===== src/rtl/lifted_wavelet_reconstruction.sv =====
// Inverse 5/3 lifting stage: loads one 64-sample line as 32 low/high coefficient
// pairs, then undoes update and predict and streams reconstructed even/odd pairs.
module lifted_wavelet_reconstruction (
  input  logic        clk,
  input  logic        rst_n,
  input  logic        data_valid,
  input  logic [15:0] data_in_low,
  input  logic [15:0] data_in_high,
  input  logic [7:0]  line_address,
  output logic        data_loading,
  output logic [15:0] low_address,
  output logic [15:0] high_address,
  output logic [15:0] data_out_even,
  output logic [15:0] data_out_odd,
  output logic        output_valid,
  output logic [15:0] even_address,
  output logic [15:0] odd_address,
  output logic        done
);

  typedef enum logic [1:0] {
    IDLE = 2'd0,
    LOAD = 2'd1,
    CAL  = 2'd2
  } state_t;

  state_t      state;
  state_t      state_next;
  logic [4:0]  load_cnt;
  logic [5:0]  k;
  logic [7:0]  line_reg;
  logic [15:0] s_mem [32];
  logic [15:0] d_mem [32];

  logic        accept;
  logic        cal_write;
  logic        pair_out;
  logic        last_step;

  function automatic logic signed [17:0] sx(input logic [15:0] v);
    return {{2{v[15]}}, v};
  endfunction

  // Handshake: there is no back-pressure port. A beat is taken on any rising edge
  // where data_valid && data_loading; beats offered while data_loading=0 (CAL) are dropped.

  always_ff @(posedge clk or negedge rst_n) begin
    if (!rst_n) state <= IDLE;
    else        state <= state_next;
  end

  always_comb begin
    state_next = state;
    case (state)
      IDLE:    if (data_valid) state_next = LOAD;
      LOAD:    if (data_valid && load_cnt == 5'd31) state_next = CAL;
      CAL:     if (k == 6'd32) state_next = IDLE;
      default: state_next = IDLE;
    endcase
  end

  always_comb begin
    data_loading = (state != CAL);
    accept       = data_valid && (state != CAL);
    cal_write    = (state == CAL) && !k[5];
    pair_out     = (state == CAL) && (k != 6'd0);
    last_step    = (state == CAL) && (k == 6'd32);
  end

  // Lifting datapath for step k: even sample k and the odd sample one step behind.
  logic [4:0]         k_idx;
  logic [4:0]         km1_idx;
  logic [15:0]        d_prev;
  logic signed [17:0] upd_sum;
  logic [15:0]        x_even;
  logic [15:0]        even_prev;
  logic [15:0]        even_cur;
  logic signed [17:0] pred_sum;
  logic [15:0]        x_odd;

  always_comb begin
    k_idx     = k[4:0];
    km1_idx   = k_idx - 5'd1;
    d_prev    = (k == 6'd0) ? d_mem[0] : d_mem[km1_idx];
    upd_sum   = sx(d_mem[k_idx]) + sx(d_prev) + 18'sd2;
    x_even    = 16'(sx(s_mem[k_idx]) - (upd_sum >>> 2));
    even_prev = s_mem[km1_idx];
    // Past the right edge the even sequence mirrors its last value.
    even_cur  = k[5] ? s_mem[31] : x_even;
    pred_sum  = sx(even_prev) + sx(even_cur);
    x_odd     = 16'(sx(d_mem[km1_idx]) + (pred_sum >>> 1));
  end

  // Coefficient storage; reconstructed even samples overwrite s in place.
  always_ff @(posedge clk) begin
    if (accept) begin
      s_mem[load_cnt] <= data_in_low;
      d_mem[load_cnt] <= data_in_high;
    end else if (cal_write) begin
      s_mem[k_idx] <= x_even;
    end
  end

  logic [15:0] line_base;
  logic [15:0] load_base;
  logic [4:0]  cnt_inc;

  always_comb begin
    line_base = {2'b00, line_reg, 6'b000000};
    load_base = (state == IDLE) ? {2'b00, line_address, 6'b000000} : line_base;
    cnt_inc   = load_cnt + 5'd1;
  end

  always_ff @(posedge clk or negedge rst_n) begin
    if (!rst_n) begin
      load_cnt      <= 5'd0;
      k             <= 6'd0;
      line_reg      <= 8'd0;
      low_address   <= 16'd0;
      high_address  <= 16'd0;
      data_out_even <= 16'd0;
      data_out_odd  <= 16'd0;
      even_address  <= 16'd0;
      odd_address   <= 16'd0;
      output_valid  <= 1'b0;
      done          <= 1'b0;
    end else begin
      if (accept) begin
        load_cnt <= cnt_inc;
        if (state == IDLE) line_reg <= line_address;
        // After beat 31 the addresses hold at the last coefficient slot.
        if (load_cnt != 5'd31) begin
          low_address  <= load_base + {11'd0, cnt_inc};
          high_address <= load_base + 16'd32 + {11'd0, cnt_inc};
        end
      end
      if (state == CAL) k <= last_step ? 6'd0 : k + 6'd1;
      output_valid <= pair_out;
      done         <= last_step;
      if (pair_out) begin
        data_out_even <= even_prev;
        data_out_odd  <= x_odd;
        even_address  <= line_base + {10'd0, km1_idx, 1'b0};
        odd_address   <= line_base + {10'd0, km1_idx, 1'b1};
      end
    end
  end

endmodule

===== config.mk =====
export PLATFORM = sky130hd
export DESIGN_NAME = lifted_wavelet_reconstruction
export DESIGN_NICKNAME = d
export VERILOG_FILES = /design/src/rtl/lifted_wavelet_reconstruction.sv
export SDC_FILE = /design/constraint.sdc
export NUM_CORES = 2
export LEC_CHECK = 0
export CORE_UTILIZATION = 40
export CTS_CLUSTER_DIAMETER = 30
export CTS_CLUSTER_SIZE = 10
export DETAILED_ROUTE_END_ITERATION = 12
export PLACE_DENSITY = 0.62
export SLEW_MARGIN = 20
export SYNTH_ARGS = -nofsm -noshare
export SYNTH_HDL_FRONTEND = slang
export SYNTH_SLANG_ARGS = --single-unit

===== constraint.sdc =====
create_clock -name clk -period 12.1 [get_ports clk]
set_clock_uncertainty 0.05 [all_clocks]
set_input_delay 3.63 -clock clk [delete_from_list [all_inputs] [get_ports clk]]
set_output_delay 3.63 -clock clk [all_outputs]
set_load 0.01 [all_outputs]

==> run metrics <==
wire per inst=between 30 and 40 µm; CTS Buffer Depth=3; Mapped Cells=2834; drt total wl=around 150 mm; TNS Setup=0 ns; Die Wd=roughly 370 µm; Hold Path End=odd_address[0]; Unique masters post-synth=65; min-delay src=odd_address[0]; crit-path max cell delay=just under 0.9 ns; R2R cell count=38; worst slack, placed=approximately 2 ns; cell mode on critical path=o21ai_0; Pre-Repair DR Iteration Count=13; slowest CP cell=ha_4; critical path class=reg -> reg; post-route ant nets=0; maxcap violations=0; max-slew violations=0; #FFs+latches synth=approximately 1100; site row count=about 130; vias post-DR=30698; fin nets=3162; reg-to-reg endpoint=data_out_odd[15]; status=finished, violations left; Overall Power=about 12000 µW; FMAX=99.16 MHz; initial antenna violation count=11; fin crit share=a little over four fifths; total number of H-tree levels=4; pwr dens=approximately 190 nW/µm²; hold path depth=1; Syn. warnings=0; syn avg cell area=19.10 µm²; clk sink count=1107; IO Count=142; top-area cell type share of the netlist area=56.81%; Post-synth EDFFs=~1000; most frequent cell after synthesis=edfxtp_1; n_diodes=0; min cycle time layout=around 10 ns; number of I/O port buffers=around 130; Crit Path Max Fanout=51; setup repair bufs after CTS=0; Root Buffer=clkbuf_16; TritonCTS buffer count=between 150 and 200; DRC=25; register area share after synthesis=between 60% and 70%; number of global-route vias before repair=31394; hpwl dp=about 94 mm; r2r setup slk=around 2.0 ns; total congestion overflow=0; die area=136800 µm²; Peak VDD IR=171.1 µV; initial core utilization=40.46%; TritonCTS clock tree=built; violated checks=DRC; Worst Tran Pin Value=1.113 ns; latest clock arrival within the worst-skew pair=~0.81 ns; All-Layer GR Usage=between 20% and 30%; post-synthesis async set-or-reset flop share=under 10%; Final setup viols=0; synthesized area=between 50000 and 60000 µm²; first-pass GRT wire length=between 200 and 250 mm; dominant synthesized flop cell=edfxtp_1; Placer Congestion=~0.90; register clock-pin slew on the reported worst setup and hold paths=around 0.050 ns; post-route setup slack=slightly above 2 ns; leakage=between 0.02 and 0.025 µW; Hold Vio Cnt, Final=0; pin count of the biggest net entering global routing=around 130; vias per inst=around 6.2; CP Capture Type=flop; Worst Hold Class=reg -> reg; die outline height=369.9 µm; worst hold margin=roughly 0.43 ns; share of cells above drive strength 1=between 30% and 40%; Core Area=~130000 µm²; drt initial violations=3555; top flop regs=d_mem: 512 flops, s_mem: 512 flops; Yosys top cell by area=edfxtp_1; Area Overhead vs Synth=19.07%; Worst setup SP type=flop; Rel. slew slack=between 20 and 30%; CP arrival=between 10 and 15 ns; cts hold-fix bufs=0; unrepaired setup endpoints after global routing=false; Worst Path Required=12.71 ns; synth top area cells=edfxtp_1, mux4_2, dfrtp_1; PostCTS Resize Cnt=0; r2r startpoint=k[1]; most frequent cells after synthesis=edfxtp_1, mux4_2, nand2_1
==> how the worst max path moves through the flow <==
stage | from | to | slack (ns)
2_1_floorplan | k[0] | data_out_odd[15] | 1.65
3_3_place_gp | k[1] | data_out_odd[15] | 2.08
3_5_place_dp | k[1] | data_out_odd[15] | 2.00
4_1_cts | k[1] | data_out_odd[15] | 1.98
5_1_grt | k[1] | data_out_odd[15] | 1.06
6_report | k[1] | data_out_odd[15] | 2.01
==> per-layer routing <==
layer	GRT usage [%]	up-vias	share of wire [%]
met5	0	-	0.044
li1	-	12381	-
met2	35.35	1596	47
met1	30.69	16448	40
met3	6.447	261	9.7
met4	7.398	12	3.0
==> kinds of logic after synthesis <==
group	after synthesis	share of synthesized area (%)
fa+ha+maj	90	2.136
buf+inv	255	2.129
mux	743	28.71
xor+xnor	57	0.9501
simple gates	375	2.996
other cells	1	0.006928
compound gates	206	2.430
flops	1107	60.65
==> layout make-up <==
type	instances	area (µm²)
Clock buffer	220	5046
Clock inverter	139	1642
Fill cell	10819	69350
Timing Repair Buffer	209	1942
Tap cell	1768	2212
Inverter	37	138.9
Sequential cell	1107	32840
Multi-Input combinational cell	1481	20620
==> cell usage in the layout (no fill, tap or decap), types with 11 or more instances in the layout <==
| cell type | instances |
|---|---|
| nor3_1 | 12 |
| mux2_2 | 84 |
| nor2_1 | 46 |
| xnor2_1 | 34 |
| clkinv_1 | 16 |
| a21o_1 | 11 |
| nor2_4 | 38 |
| mux2i_1 | 20 |
| nand3_1 | 12 |
| o21ai_0 | 60 |
| bufinv_16 | 23 |
| dfrtp_1 | 78 |
| nor2_2 | 25 |
| xor2_1 | 20 |
| nand2_1 | 177 |
| clkinvlp_4 | 19 |
| clkbuf_1 | 20 |
| buf_4 | 74 |
| ha_1 | 85 |
| o21a_1 | 12 |
| clkinv_4 | 27 |
| clkinv_2 | 25 |
| inv_1 | 37 |
| a21oi_1 | 47 |
| edfxtp_1 | 1024 |
| clkdlybuf4s50_1 | 128 |
| nand2b_1 | 11 |
| mux4_2 | 639 |
| inv_6 | 17 |
| clkbuf_16 | 197 |
==> metrics by stage <==
step | utilization [%] | cells | area [µm²]
after CTS | 48.16 | 4961 | 64440
final | 48.17 | 4961 | 64450
after global routing | 48.17 | 4961 | 64450
after floorplan | - | 2843 | 54160
after detailed placement | 43.17 | 4602 | 57750
after global placement | 43.15 | 4601 | 57730
==> worst max-delay path, delay by kind of cell, from the launching register on <==
| kind | cells | cell delay, ns |
|---|---|---|
| XOR/XNOR | 3 | 0.43 |
| AO/OA/AOI/OAI | 16 | 3.23 |
| buffers and inverters | 3 | 0.36 |
| AND/OR/NAND/NOR | 6 | 1.17 |
| flip-flops | 1 | 0.85 |
| adder cells (fa/ha/maj) | 6 | 2.29 |
| multiplexers | 4 | 1.55 |
==> power breakdown <==
part | leakage [µW] | internal, µW | switching (µW) | total (µW)
clock | 0.00321 | 3520 | 1970 | 5490
combinational | 0.00673 | 887 | 1470 | 2360
sequential | 0.0102 | 4420 | 119 | 4540
Power figures use the tool's default switching activity.
